===== config.mk =====
export PLATFORM = sky130hd
export DESIGN_NAME = load_store_unit_flat
export DESIGN_NICKNAME = d
export VERILOG_FILES = /design/src/rtl/riscv_pkg.sv /design/src/rtl/load_store_unit_if.sv /design/src/rtl/lsu_align.sv /design/src/rtl/load_store_unit.sv /design/src/flat_wrapper.sv
export SDC_FILE = /design/constraint.sdc
export NUM_CORES = 1
export LEC_CHECK = 0
export CORE_MARGIN = 5
export CORE_UTILIZATION = 46
export DETAILED_ROUTE_END_ITERATION = 8
export PLACE_DENSITY = 0.78
export SLEW_MARGIN = 20
export SYNTH_ARGS = -nofsm -noshare
export SYNTH_HDL_FRONTEND = slang
export SYNTH_HIERARCHICAL = 1
export SYNTH_SLANG_ARGS = --single-unit

===== constraint.sdc =====
create_clock -name clk -period 2.15 [get_ports clk]
set_input_delay 0.3225 -clock clk [delete_from_list [all_inputs] [get_ports clk]]
set_output_delay 0.3225 -clock clk [all_outputs]
set_load 0.005 [all_outputs]

===== src/rtl/riscv_pkg.sv =====
// Shared RV32I load/store constants: funct3 codes, LSU state encoding,
// byte-strobe patterns and the alignment check used at issue time.
package riscv_pkg;

  localparam logic [2:0] F3_B  = 3'b000;
  localparam logic [2:0] F3_H  = 3'b001;
  localparam logic [2:0] F3_W  = 3'b010;
  localparam logic [2:0] F3_BU = 3'b100;
  localparam logic [2:0] F3_HU = 3'b101;

  typedef logic [1:0] lsu_state_t;
  localparam lsu_state_t S_IDLE = 2'd0;
  localparam lsu_state_t S_REQ  = 2'd1;
  localparam lsu_state_t S_RESP = 2'd2;
  localparam lsu_state_t S_ERR  = 2'd3;

  localparam logic [3:0] STRB_NONE = 4'b0000;
  localparam logic [3:0] STRB_B    = 4'b0001;
  localparam logic [3:0] STRB_H    = 4'b0011;
  localparam logic [3:0] STRB_W    = 4'b1111;

  // Halfwords need an even address, words a 4-byte aligned one.
  function automatic logic is_misaligned(input logic [2:0] f3, input logic [1:0] off);
    return ((f3[1:0] == 2'b01) && off[0]) || ((f3[1:0] == 2'b10) && (off != 2'b00));
  endfunction

endpackage


===== src/rtl/load_store_unit_if.sv =====
// Word-addressed memory request/response bus between the LSU and memory.
interface load_store_unit_if;
  logic        mem_req;
  logic        mem_we;
  logic [31:0] mem_addr;
  logic [31:0] mem_wdata;
  logic [3:0]  mem_wstrb;
  logic        mem_ready;
  logic [31:0] mem_rdata;

  modport master (
    output mem_req, mem_we, mem_addr, mem_wdata, mem_wstrb,
    input  mem_ready, mem_rdata
  );

  modport slave (
    input  mem_req, mem_we, mem_addr, mem_wdata, mem_wstrb,
    output mem_ready, mem_rdata
  );
endinterface


===== src/rtl/lsu_align.sv =====
// Combinational lane steering: store data replication/strobes and
// load data extraction with sign or zero extension.
module lsu_align
  import riscv_pkg::*;
(
  input  logic [2:0]  funct3,
  input  logic [1:0]  byte_off,
  input  logic        is_store,
  input  logic [31:0] store_data,
  input  logic [31:0] rdata,
  output logic [31:0] wdata,
  output logic [3:0]  wstrb,
  output logic [31:0] load_data
);

  logic [31:0] shifted;

  // Replicate the store operand across all lanes; the strobe picks the lane.
  always_comb begin
    wdata = 32'h0;
    wstrb = STRB_NONE;
    if (is_store) begin
      case (funct3[1:0])
        2'b00: begin
          wdata = {4{store_data[7:0]}};
          wstrb = STRB_B << byte_off;
        end
        2'b01: begin
          wdata = {2{store_data[15:0]}};
          wstrb = STRB_H << byte_off;
        end
        default: begin
          wdata = store_data;
          wstrb = STRB_W;
        end
      endcase
    end
  end

  // Bring the addressed byte/half down to bit 0, then extend.
  always_comb begin
    shifted = rdata >> {byte_off, 3'b000};
    case (funct3)
      F3_B:    load_data = {{24{shifted[7]}}, shifted[7:0]};
      F3_H:    load_data = {{16{shifted[15]}}, shifted[15:0]};
      F3_BU:   load_data = {24'h0, shifted[7:0]};
      F3_HU:   load_data = {16'h0, shifted[15:0]};
      default: load_data = rdata;
    endcase
  end

endmodule


===== src/rtl/load_store_unit.sv =====
// Single-outstanding RV32I load/store unit with misalignment trap and
// memory-response timeout.
//
// state  | meaning
// IDLE   | waiting for a start pulse with exactly one of load/store
// REQ    | mem_req held with stable address/data until mem_ready
// RESP   | one-cycle completion; load result and rd_out valid
// ERR    | one-cycle completion for misalignment or timeout
module load_store_unit
  import riscv_pkg::*;
#(
  parameter int TIMEOUT_CYCLES = 255
) (
  input  logic                      clk,
  input  logic                      reset,
  input  logic                      start,
  input  logic                      is_load,
  input  logic                      is_store,
  input  logic [2:0]                funct3,
  input  logic [31:0]               addr,
  input  logic [31:0]               store_data,
  input  logic [4:0]                rd_in,
  output logic [4:0]                rd_out,
  output logic                      busy,
  output logic                      done,
  output logic                      wb_en,
  output logic                      misaligned,
  output logic                      timeout,
  output logic [31:0]               load_data,
  load_store_unit_if.master         mem
);

  localparam int CNT_W = $clog2(TIMEOUT_CYCLES + 1);

  lsu_state_t       state;
  logic [31:0]      addr_q;
  logic [31:0]      sdata_q;
  logic [2:0]       f3_q;
  logic [4:0]       rd_q;
  logic             store_q;
  logic [31:0]      rdata_q;
  logic [CNT_W-1:0] cnt;
  logic             to_q;

  logic [31:0] fmt_wdata;
  logic [3:0]  fmt_wstrb;
  logic [31:0] fmt_load;

  lsu_align u_align (
    .funct3     (f3_q),
    .byte_off   (addr_q[1:0]),
    .is_store   (store_q),
    .store_data (sdata_q),
    .rdata      (rdata_q),
    .wdata      (fmt_wdata),
    .wstrb      (fmt_wstrb),
    .load_data  (fmt_load)
  );

  // Sequencer; mem_ready is tested before the timeout so a late response still lands.
  always_ff @(posedge clk) begin
    if (reset) begin
      state   <= S_IDLE;
      addr_q  <= 32'h0;
      sdata_q <= 32'h0;
      f3_q    <= 3'b000;
      rd_q    <= 5'd0;
      store_q <= 1'b0;
      rdata_q <= 32'h0;
      cnt     <= '0;
      to_q    <= 1'b0;
    end else begin
      case (state)
        S_IDLE: begin
          if (start && (is_load ^ is_store)) begin
            addr_q  <= addr;
            sdata_q <= store_data;
            f3_q    <= funct3;
            rd_q    <= rd_in;
            store_q <= is_store;
            cnt     <= '0;
            to_q    <= 1'b0;
            state   <= is_misaligned(funct3, addr[1:0]) ? S_ERR : S_REQ;
          end
        end
        S_REQ: begin
          if (mem.mem_ready) begin
            rdata_q <= mem.mem_rdata;
            state   <= S_RESP;
          end else if (cnt == CNT_W'(TIMEOUT_CYCLES - 1)) begin
            to_q  <= 1'b1;
            state <= S_ERR;
          end else begin
            cnt <= cnt + CNT_W'(1);
          end
        end
        default: begin
          to_q  <= 1'b0;
          state <= S_IDLE;
        end
      endcase
    end
  end

  // Status and bus outputs decode from state so they are zero outside their phase.
  always_comb begin
    busy           = (state != S_IDLE);
    done           = (state == S_RESP) || (state == S_ERR);
    wb_en          = (state == S_RESP) && !store_q;
    misaligned     = (state == S_ERR) && !to_q;
    timeout        = (state == S_ERR) && to_q;
    rd_out         = (state == S_RESP) ? rd_q : 5'd0;
    load_data      = ((state == S_RESP) && !store_q) ? fmt_load : 32'h0;
    mem.mem_req    = (state == S_REQ);
    mem.mem_we     = (state == S_REQ) && store_q;
    mem.mem_addr   = (state == S_REQ) ? {addr_q[31:2], 2'b00} : 32'h0;
    mem.mem_wdata  = (state == S_REQ) ? fmt_wdata : 32'h0;
    mem.mem_wstrb  = (state == S_REQ) ? fmt_wstrb : STRB_NONE;
  end

endmodule


===== src/flat_wrapper.sv =====
// flat-port wrapper written by rule: the top's interface ports become plain ports
module load_store_unit_flat import riscv_pkg::*;
#(
  parameter int TIMEOUT_CYCLES = 255
)
  (clk, reset, start, is_load, is_store, funct3, addr, store_data, rd_in, rd_out, busy, done, wb_en, misaligned, timeout, load_data, mem_mem_req, mem_mem_we, mem_mem_addr, mem_mem_wdata, mem_mem_wstrb, mem_mem_ready, mem_mem_rdata);
  load_store_unit_if mem_i ();
  input  logic clk;
  input  logic reset;
  input  logic start;
  input  logic is_load;
  input  logic is_store;
  input  logic [2:0] funct3;
  input  logic [31:0] addr;
  input  logic [31:0] store_data;
  input  logic [4:0] rd_in;
  output logic [4:0] rd_out;
  output logic busy;
  output logic done;
  output logic wb_en;
  output logic misaligned;
  output logic timeout;
  output logic [31:0] load_data;
  output wire logic [$bits(mem_i.mem_req)-1:0] mem_mem_req;
  output wire logic [$bits(mem_i.mem_we)-1:0] mem_mem_we;
  output wire logic [$bits(mem_i.mem_addr)-1:0] mem_mem_addr;
  output wire logic [$bits(mem_i.mem_wdata)-1:0] mem_mem_wdata;
  output wire logic [$bits(mem_i.mem_wstrb)-1:0] mem_mem_wstrb;
  input wire logic [$bits(mem_i.mem_ready)-1:0] mem_mem_ready;
  input wire logic [$bits(mem_i.mem_rdata)-1:0] mem_mem_rdata;
  assign mem_mem_req = mem_i.mem_req;
  assign mem_mem_we = mem_i.mem_we;
  assign mem_mem_addr = mem_i.mem_addr;
  assign mem_mem_wdata = mem_i.mem_wdata;
  assign mem_mem_wstrb = mem_i.mem_wstrb;
  assign mem_i.mem_ready = mem_mem_ready;
  assign mem_i.mem_rdata = mem_mem_rdata;
  load_store_unit #(.TIMEOUT_CYCLES(TIMEOUT_CYCLES)) u_core (.clk(clk), .reset(reset), .start(start), .is_load(is_load), .is_store(is_store), .funct3(funct3), .addr(addr), .store_data(store_data), .rd_in(rd_in), .rd_out(rd_out), .busy(busy), .done(done), .wb_en(wb_en), .misaligned(misaligned), .timeout(timeout), .load_data(load_data), .mem(mem_i));
endmodule

==> flow_metrics.env, run 1 <==
export IMPL_status="complete, but fails checks"
export IMPL_violations="negative setup slack"
export IMPL_critPathRequiredTime_ns=1.83
export IMPL_reg2reg_depth=8
export IMPL_vias=7185
export IMPL_rr_endpoint="u_core/rdata_q[18]$_SDFFE_PP0P_"
export IMPL_synth_seq_cells=116
export IMPL_syn_avg_cell_area_um2=7.37
export IMPL_cts_hold_buf=0
export IMPL_avgViaCountPerCell=5.39
export IMPL_netlist_area_um2=6400
export IMPL_worst_endpoint_arrival_ns=2.15
export IMPL_cts_tree="yes"
export IMPL_drtIter0Drc=627
export IMPL_layout_setup_ws_ns=-0.323
export IMPL_track_usage_pct=26.6
export IMPL_rsz0062_at_grt="yes"
export IMPL_r2r_setup_slack_ns=0.54
export IMPL_irDropWorstVdd_mv=0.516
export IMPL_yosys_area_share_simple_pct=31.0
export IMPL_htreeDepth=4
export IMPL_path_max_fanout=6
export IMPL_synth_compound_area_share_pct=19.6
export IMPL_intPower_mw=4.77
export IMPL_clk_path_buf_depth=2
export IMPL_antennaDiodeCount=0
export IMPL_synth_top_family_by_area="simple AND/OR/NAND/NOR gates"
export IMPL_grt_max_degree=60
export IMPL_synthXorXnorAreaFrac_pct=0.274
export IMPL_finClkSkew_ns=0.0104
export IMPL_nets=1251
export IMPL_gr_total_overflow=0
export IMPL_p_clk_share_pct=43.5
export IMPL_cp_end_kind="output pin"
export IMPL_clock_sinks=116
export IMPL_switchingPower_mw=1.73
export IMPL_first_global_vias=6603
export IMPL_die_w_um=128
export IMPL_postSynth_asyncResetShare_pct=0
export IMPL_final_cell_mix="nand2_1, clkdlybuf4s50_1, a21oi_1, and2_1, dfxtp_1"
export IMPL_final_common_cell="nand2_1"
export IMPL_firstDrtPassIters=5
export IMPL_comb_power_share_pct=20.4
export IMPL_power_share_switching_pct=26.6
export IMPL_hold_path_depth=2
export IMPL_final_layout_size_suffix_gt1_share_pct=21.6
export IMPL_ys_warn_count=6
export IMPL_coreArea_um2=13800
export IMPL_place_gp_congestion=0.903
export IMPL_start_kind="register"
export IMPL_dp_hpwl_um=14400
export IMPL_ys_seq_area_share_pct=36.3
export IMPL_clockRootBuffer="clkbuf_16"
export IMPL_grt_pass1_wl_um=34600
export IMPL_finalSetupViolCount=35
export IMPL_path_clk_slew_ns=0.06
export IMPL_drc=0
export IMPL_finalMaxSlewViolations=0
export IMPL_dp_cells=1241
export IMPL_finalHoldViolations=0
export IMPL_dieArea_um2=16400
export IMPL_finalCritPeriodShare_pct=115
export IMPL_antenna_found_initial=0
export IMPL_insertion_delay_ns=0.42
export IMPL_synth_edf_count=0
export IMPL_synthToLayoutAreaGrowth_pct=60.2
export IMPL_fmax_ghz=0.404
export IMPL_seq_power_share_pct=36.2
export IMPL_r2r_start="u_core/state[0]$_SDFFE_PP0P_"
export IMPL_netlist_instances=868
export IMPL_timing_final_crit_period_ns=2.47
export IMPL_leakage_nw=4.40
export IMPL_min_to="u_core/addr_q[14]$_SDFFE_PP0P_"
export IMPL_instances_no_fill=1332
export IMPL_synthAdderAreaFrac_pct=0.391
export IMPL_p_per_area_nw_per_um2=633
export IMPL_initial_core_util_pct=46.5
export IMPL_holdWs_ns=0.322
export IMPL_io_pins=222
export IMPL_antenna_left=0
export IMPL_die_h_um=128
export IMPL_hold_class="primary input to register"
export IMPL_min_from="reset"
export IMPL_cts_made_buffers=17
export IMPL_final_core_util_pct=74.4
export IMPL_synth_distinct_cells=59
export IMPL_numPortBuffers=219
export IMPL_drv_cap=0
export IMPL_synthMuxAreaShare_pct=5.61
export IMPL_critPathKind="register to output pin"
export IMPL_rows=43
export IMPL_avgRoutedWirePerCell_um=17.7
export IMPL_ys_flop_type="dfxtp_1"
export IMPL_routed_wirelength_um=23600
[power groups by stage]
stage / Sequential [mW] / Clock [mW] / Combinational, mW
CTS: 2.34 / 2.86 / 1.23
finish: 2.35 / 2.82 / 1.32
floorplan: 2.36 / 0 / 0.553
global route: 2.36 / 2.97 / 1.41
detailed placement: 2.38 / 0 / 1.00
global placement: 2.38 / 0 / 0.992
[through the flow]
stage                     setup WS [ns]  power, mW  area, µm²  TNS [ns]
final                            -0.323       6.50      10300     -7.32
after global routing             -0.372       6.74      10300     -9.65
after CTS                        -0.266       6.43      10000     -6.57
after detailed placement         -0.166       3.39       8910     -2.22
after global placement           -0.119       3.37       8910     -1.44
after floorplan                   0.421       2.91       6400         0
[final cells by class]
cell class / instances / area [µm²]
well taps: 180 / 225
fillers: 1040 / 3520
repair buffers: 323 / 3150
flip-flops and latches: 116 / 2340
inverters: 15 / 63.8
clock inverters: 15 / 164
multi-input cells: 666 / 3890
clock buffers: 17 / 425
[critical path, cell delays in order (launching register included)]
cell	delay, ns
dfxtp_4	0.39
buf_6	0.12
mux2_4	0.31
a221o_1	0.38
buf_6	0.16
o211a_1	0.12
and2_1	0.13
buf_2	0.12
[worst max-delay path by stage]
stage / startpoint / to / slack (ns) / cells after the start
floorplan: u_core/addr_q[0]$_SDFFE_PP0P_ / load_data[8] / 0.42 / 5
global placement: u_core/addr_q[0]$_SDFFE_PP0P_ / load_data[12] / -0.12 / 5
detailed placement: u_core/addr_q[0]$_SDFFE_PP0P_ / load_data[8] / -0.17 / 5
CTS: u_core/addr_q[0]$_SDFFE_PP0P_ / load_data[28] / -0.27 / 8
global route: u_core/addr_q[0]$_SDFFE_PP0P_ / load_data[14] / -0.37 / 7
finish: u_core/addr_q[0]$_SDFFE_PP0P_ / load_data[14] / -0.32 / 7
[layer usage]
layer / track usage (%) / vias to the layer above / wire length (µm)
li1: - / 3431 / -
met1: 31.3 / 3325 / 8930
met2: 43.7 / 358 / 11300
met3: 9.58 / 71 / 2400
met4: 11.5 / 0 / 949
met5: 0 / - / 0
[flip-flops by register name, indices dropped and copies added (netlist names)]
name / flops
u_core/addr_q: 32
u_core/f3_q: 3
u_core/rd_q: 5
u_core/to_q: 1
u_core/store_q: 1
u_core/rdata_q: 32
u_core/cnt: 8
u_core/sdata_q: 32
u_core/state: 2
[synth_stat cells (all sizes together) (2+ instances only)]
library cell | number | area, µm²
o21ai | 21 | 105
nand2 | 260 | 978
a311oi | 2 | 30.0
a31oi | 2 | 12.5
nor4 | 4 | 25.0
mux2i | 25 | 250
a22oi | 7 | 52.6
nor2 | 19 | 71.3
o32ai | 2 | 17.5
or2 | 2 | 12.5
a21oi | 118 | 591
a221o | 2 | 21.3
mux2 | 9 | 109
dfxtp | 116 | 2320
and3 | 4 | 27.5
and2 | 114 | 713
buf | 38 | 246
o22ai | 9 | 70.1
ha | 2 | 25.0
nand3 | 7 | 35.0
clkinv | 2 | 7.51
nor2b | 6 | 37.5
nand2b | 4 | 25.0
o211a | 15 | 150
xor2 | 2 | 17.5
o21a | 2 | 16.3
inv | 13 | 48.8
clkbuf | 33 | 124
nand3b | 2 | 15.0
and2b | 2 | 16.3
o221ai | 8 | 76.3
[cells by family (layout without fill, tap and decap cells)]
group	after synthesis	in the layout
xor gates and xnor gates	2	2
DFF	116	116
buffers and inverters	87	370
muxes	34	34
adders and majority gates	2	2
other	1	2
and+or+nand+nor	427	427
AOI/OAI and AO/OA	199	199
[timing repair]
item                                    in CTS  in global routing
endpoints found under the hold margin        0                  0
gates resized for setup                    282                 83
pin swaps                                   38                 23
setup buffers                               44                 13
endpoints found under the setup margin     101                 66
cloned                                       5                  0
Power figures use the tool's default switching activity.
==> inputs of run 2 (changes only) <==
--- a/config.mk
+++ b/config.mk
@@ -6,11 +6,11 @@
 export NUM_CORES = 1
 export LEC_CHECK = 0
 export CORE_MARGIN = 5
-export CORE_UTILIZATION = 46
+export CORE_UTILIZATION = 44
 export DETAILED_ROUTE_END_ITERATION = 8
-export PLACE_DENSITY = 0.78
+export PLACE_DENSITY = 0.77
 export SLEW_MARGIN = 20
 export SYNTH_ARGS = -nofsm -noshare
 export SYNTH_HDL_FRONTEND = slang
-export SYNTH_HIERARCHICAL = 1
 export SYNTH_SLANG_ARGS = --single-unit
+export TNS_END_PERCENT = 100
==> flow_metrics.env, run 2 <==
export IMPL_synth_seq_cells=116
export IMPL_final_layout_size_suffix_gt1_share_pct=20.6
export IMPL_finalMaxSlewViolations=0
export IMPL_antenna_found_initial=0
export IMPL_dieArea_um2=15600
export IMPL_netlist_area_um2=5800
export IMPL_worst_pin_slew_ns=0.717
export IMPL_routed_wirelength_um=21200
export IMPL_ys_flop_type="dfxtp_1"
export IMPL_fmax_ghz=0.438
export IMPL_synth_distinct_cells=46
export IMPL_grt_pass1_wl_um=32000
export IMPL_rsz0062_at_grt="yes"
export IMPL_coreArea_um2=13100
export IMPL_drc=0
export IMPL_drtIter0Drc=606
export IMPL_die_w_um=125
export IMPL_critPathKind="register to output pin"
export IMPL_clock_sinks=116
export IMPL_leakage_nw=3.99
export IMPL_initial_core_util_pct=44.3
export IMPL_track_usage_pct=25.1
export IMPL_startpoint="u_core.addr_q[1]$_SDFFE_PP0P_"
export IMPL_violations="negative setup slack"
export IMPL_clockRootBuffer="clkbuf_16"
export IMPL_avgRoutedWirePerCell_um=16.8
export IMPL_insertion_delay_ns=0.42
export IMPL_die_h_um=125
export IMPL_dp_hpwl_um=13400
export IMPL_path_clk_slew_ns=0.05
export IMPL_cpLargestDelayFamily="buffers and inverters"
export IMPL_worst_endpoint_arrival_ns=1.96
export IMPL_hold_path_depth=2
export IMPL_cp_end_kind="output pin"
export IMPL_critical_path_buf_inv_count=4
export IMPL_grt_max_degree=68
export IMPL_layout_setup_ws_ns=-0.135
export IMPL_cp_num_cells=8
export IMPL_nets=1184
export IMPL_r2r_start="u_core.state[0]$_SDFFE_PP0P_"
export IMPL_hold_class="primary input to register"
export IMPL_drv_cap=0
export IMPL_reg2reg_depth=8
export IMPL_synth_edf_count=0
export IMPL_cp_slowest_stage_delay_ns=0.38
export IMPL_vias=6588
export IMPL_netlist_instances=828
export IMPL_path_max_fanout=8
export IMPL_ys_warn_count=0
export IMPL_cts_hold_buf=0
export IMPL_synth_top_cell_area_share_pct=40.1
export IMPL_antennaDiodeCount=0
export IMPL_avgViaCountPerCell=5.22
export IMPL_finalSetupViolCount=26
export IMPL_r2r_setup_slack_ns=0.22
export IMPL_ys_seq_area_share_pct=40.1
export IMPL_path_cells="buf_8, and3b_1, a211oi_2, a211o_1, buf_6, clkbuf_16, nand2_1, buf_2"
export IMPL_postSynth_asyncResetShare_pct=0
export IMPL_worst_path_max_delay_cell="dfxtp_4"
export IMPL_place_ws_ns=-0.0400
export IMPL_synth_top_area_cell="dfxtp_1"
export IMPL_clk_path_buf_depth=2
export IMPL_io_pins=222
export IMPL_yosysMostFrequentCell="nand2_1"
export IMPL_syn_avg_cell_area_um2=7.00
export IMPL_synth_area_top_cells="dfxtp_1, nand2_1, a21oi_1"
export IMPL_p_per_area_nw_per_um2=672
export IMPL_first_global_vias=6189
export IMPL_timing_final_crit_period_ns=2.28
export IMPL_n_fill_cell=1042
export IMPL_firstDrtPassIters=6
export IMPL_gr_total_overflow=0
export IMPL_htreeDepth=4
export IMPL_start_kind="register"
export IMPL_final_common_cell="nand2_1"
export IMPL_crit_path_end="load_data[29]"
export IMPL_relSlewSlack_pct=52.2
export IMPL_antenna_left=0
export IMPL_p_total_mw=6.33
export IMPL_final_cell_mix="nand2_1, a21oi_1, clkdlybuf4s50_1, dfxtp_1, and2_1"
export IMPL_cts_tree="yes"
export IMPL_top_regs="u_core.addr_q x32, u_core.rdata_q x32, u_core.sdata_q x32"
export IMPL_place_gp_congestion=0.940
export IMPL_finalHoldViolations=0
export IMPL_irDropWorstVdd_mv=0.541
export IMPL_status="complete, but fails checks"
export IMPL_numPortBuffers=219
export IMPL_synthTopCellsByCount="nand2_1, a21oi_1, dfxtp_1, and2_1, clkbuf_1"
export IMPL_rows=42
export IMPL_rr_endpoint="u_core.sdata_q[8]$_SDFFE_PP0P_"
export IMPL_cts_made_buffers=17
export IMPL_synthToLayoutAreaGrowth_pct=62.3
export IMPL_finClkSkew_ns=0.00641
export IMPL_critPathRequiredTime_ns=1.83
export IMPL_finalCritPeriodShare_pct=106
[run 2: where the power goes]
group	switching (mW)	total [mW]	internal, mW
Combinational	0.433	0.916	0.482
Clock	0.991	3.08	2.08
Sequential	0.0794	2.34	2.26
Total	1.50	6.33	4.82
[run 2: how the worst min path moves through the flow]
stage | start | to | slack [ns]
5_1_grt | addr[30] | u_core.addr_q[30]$_SDFFE_PP0P_ | 0.44
3_3_place_gp | u_core.addr_q[11]$_SDFFE_PP0P_ | u_core.addr_q[11]$_SDFFE_PP0P_ | 0.44
4_1_cts | store_data[24] | u_core.sdata_q[24]$_SDFFE_PP0P_ | 0.43
2_1_floorplan | u_core.addr_q[10]$_SDFFE_PP0P_ | u_core.addr_q[10]$_SDFFE_PP0P_ | 0.43
3_5_place_dp | u_core.addr_q[22]$_SDFFE_PP0P_ | u_core.addr_q[22]$_SDFFE_PP0P_ | 0.44
6_report | reset | u_core.addr_q[21]$_SDFFE_PP0P_ | 0.44
[run 2: final cells by class]
class                           count  area (µm²)  area share, %
Clock buffer                       23         498           5.29
Clock inverter                      9         148           1.57
Inverter                            9        38.8          0.412
Multi-Input combinational cell    635        3320           35.3
Sequential cell                   116        2330           24.8
Tap cell                          176         220           2.34
Timing Repair Buffer              293        2850           30.3
[run 2: worst register-to-register path: stages, from the launching register on]
cell	delay [ns]
dfxtp_2	0.33
buf_6	0.13
buf_4	0.14
buf_4	0.13
nor3b_1	0.28
and2_2	0.32
buf_12	0.24
nand2_1	0.14
a21oi_1	0.15
[run 2: stage by stage]
stage | cell area, µm² | hold slack, ns | setup TNS [ns] | std cells | utilization (%)
detailed placement | 8270 | 0.442 | -0.250 | 1190 | 63.2
finish | 9410 | 0.439 | -2.14 | 1261 | 71.9
floorplan | 5800 | 0.432 | 0 | 829 | -
global route | 9410 | 0.441 | -3.97 | 1261 | 71.9
global placement | 8270 | 0.437 | 0 | 1190 | 63.2
CTS | 9130 | 0.435 | -1.29 | 1246 | 69.8
[run 2: repair_timing]
action	4_1_cts	5_1_grt
pin swaps	3	5
resized for setup	219	134
gates cloned	5	3
setup endpoints to repair	105	73
buffers inserted	19	12
[run 2: kinds of logic (layout without fill, tap and decap cells)]
| kind of cell | count (synthesis) | after routing | share of synthesized area (%) |
|---|---|---|---|
| XOR/XNOR | 1 | 1 | 0.151 |
| buffers and inverters | 78 | 334 | 6.30 |
| flip-flops | 116 | 116 | 40.1 |
| other | 1 | 2 | 0.0647 |
| AO/OA/AOI/OAI | 190 | 190 | 17.2 |
| adder cells (fa/ha/maj) | 2 | 2 | 0.432 |
| AND/OR/NAND/NOR | 412 | 412 | 30.9 |
| multiplexers | 28 | 28 | 4.88 |
[run 2: per-layer routing]
metal | track usage (%) | vias to the layer above | share of wire (%)
met3 | 9.48 | 42 | 8.5
li1 | - | 3218 | -
met5 | 0 | - | 0
met1 | 28.7 | 3064 | 39
met4 | 10.1 | 0 | 2.4
met2 | 42.4 | 264 | 50
==> inputs of run 3 (changes only) <==
--- a/config.mk
+++ b/config.mk
@@ -6,11 +6,12 @@
 export NUM_CORES = 1
 export LEC_CHECK = 0
 export CORE_MARGIN = 5
-export CORE_UTILIZATION = 44
+export CORE_UTILIZATION = 46
 export DETAILED_ROUTE_END_ITERATION = 8
-export PLACE_DENSITY = 0.77
+export PLACE_DENSITY = 0.78
 export SLEW_MARGIN = 20
 export SYNTH_ARGS = -nofsm -noshare
 export SYNTH_HDL_FRONTEND = slang
+export SYNTH_HIERARCHICAL = 1
 export SYNTH_SLANG_ARGS = --single-unit
 export TNS_END_PERCENT = 100
==> results of run 3 <==
No change in the layout: final DEF, timing and power equal those of run 1.
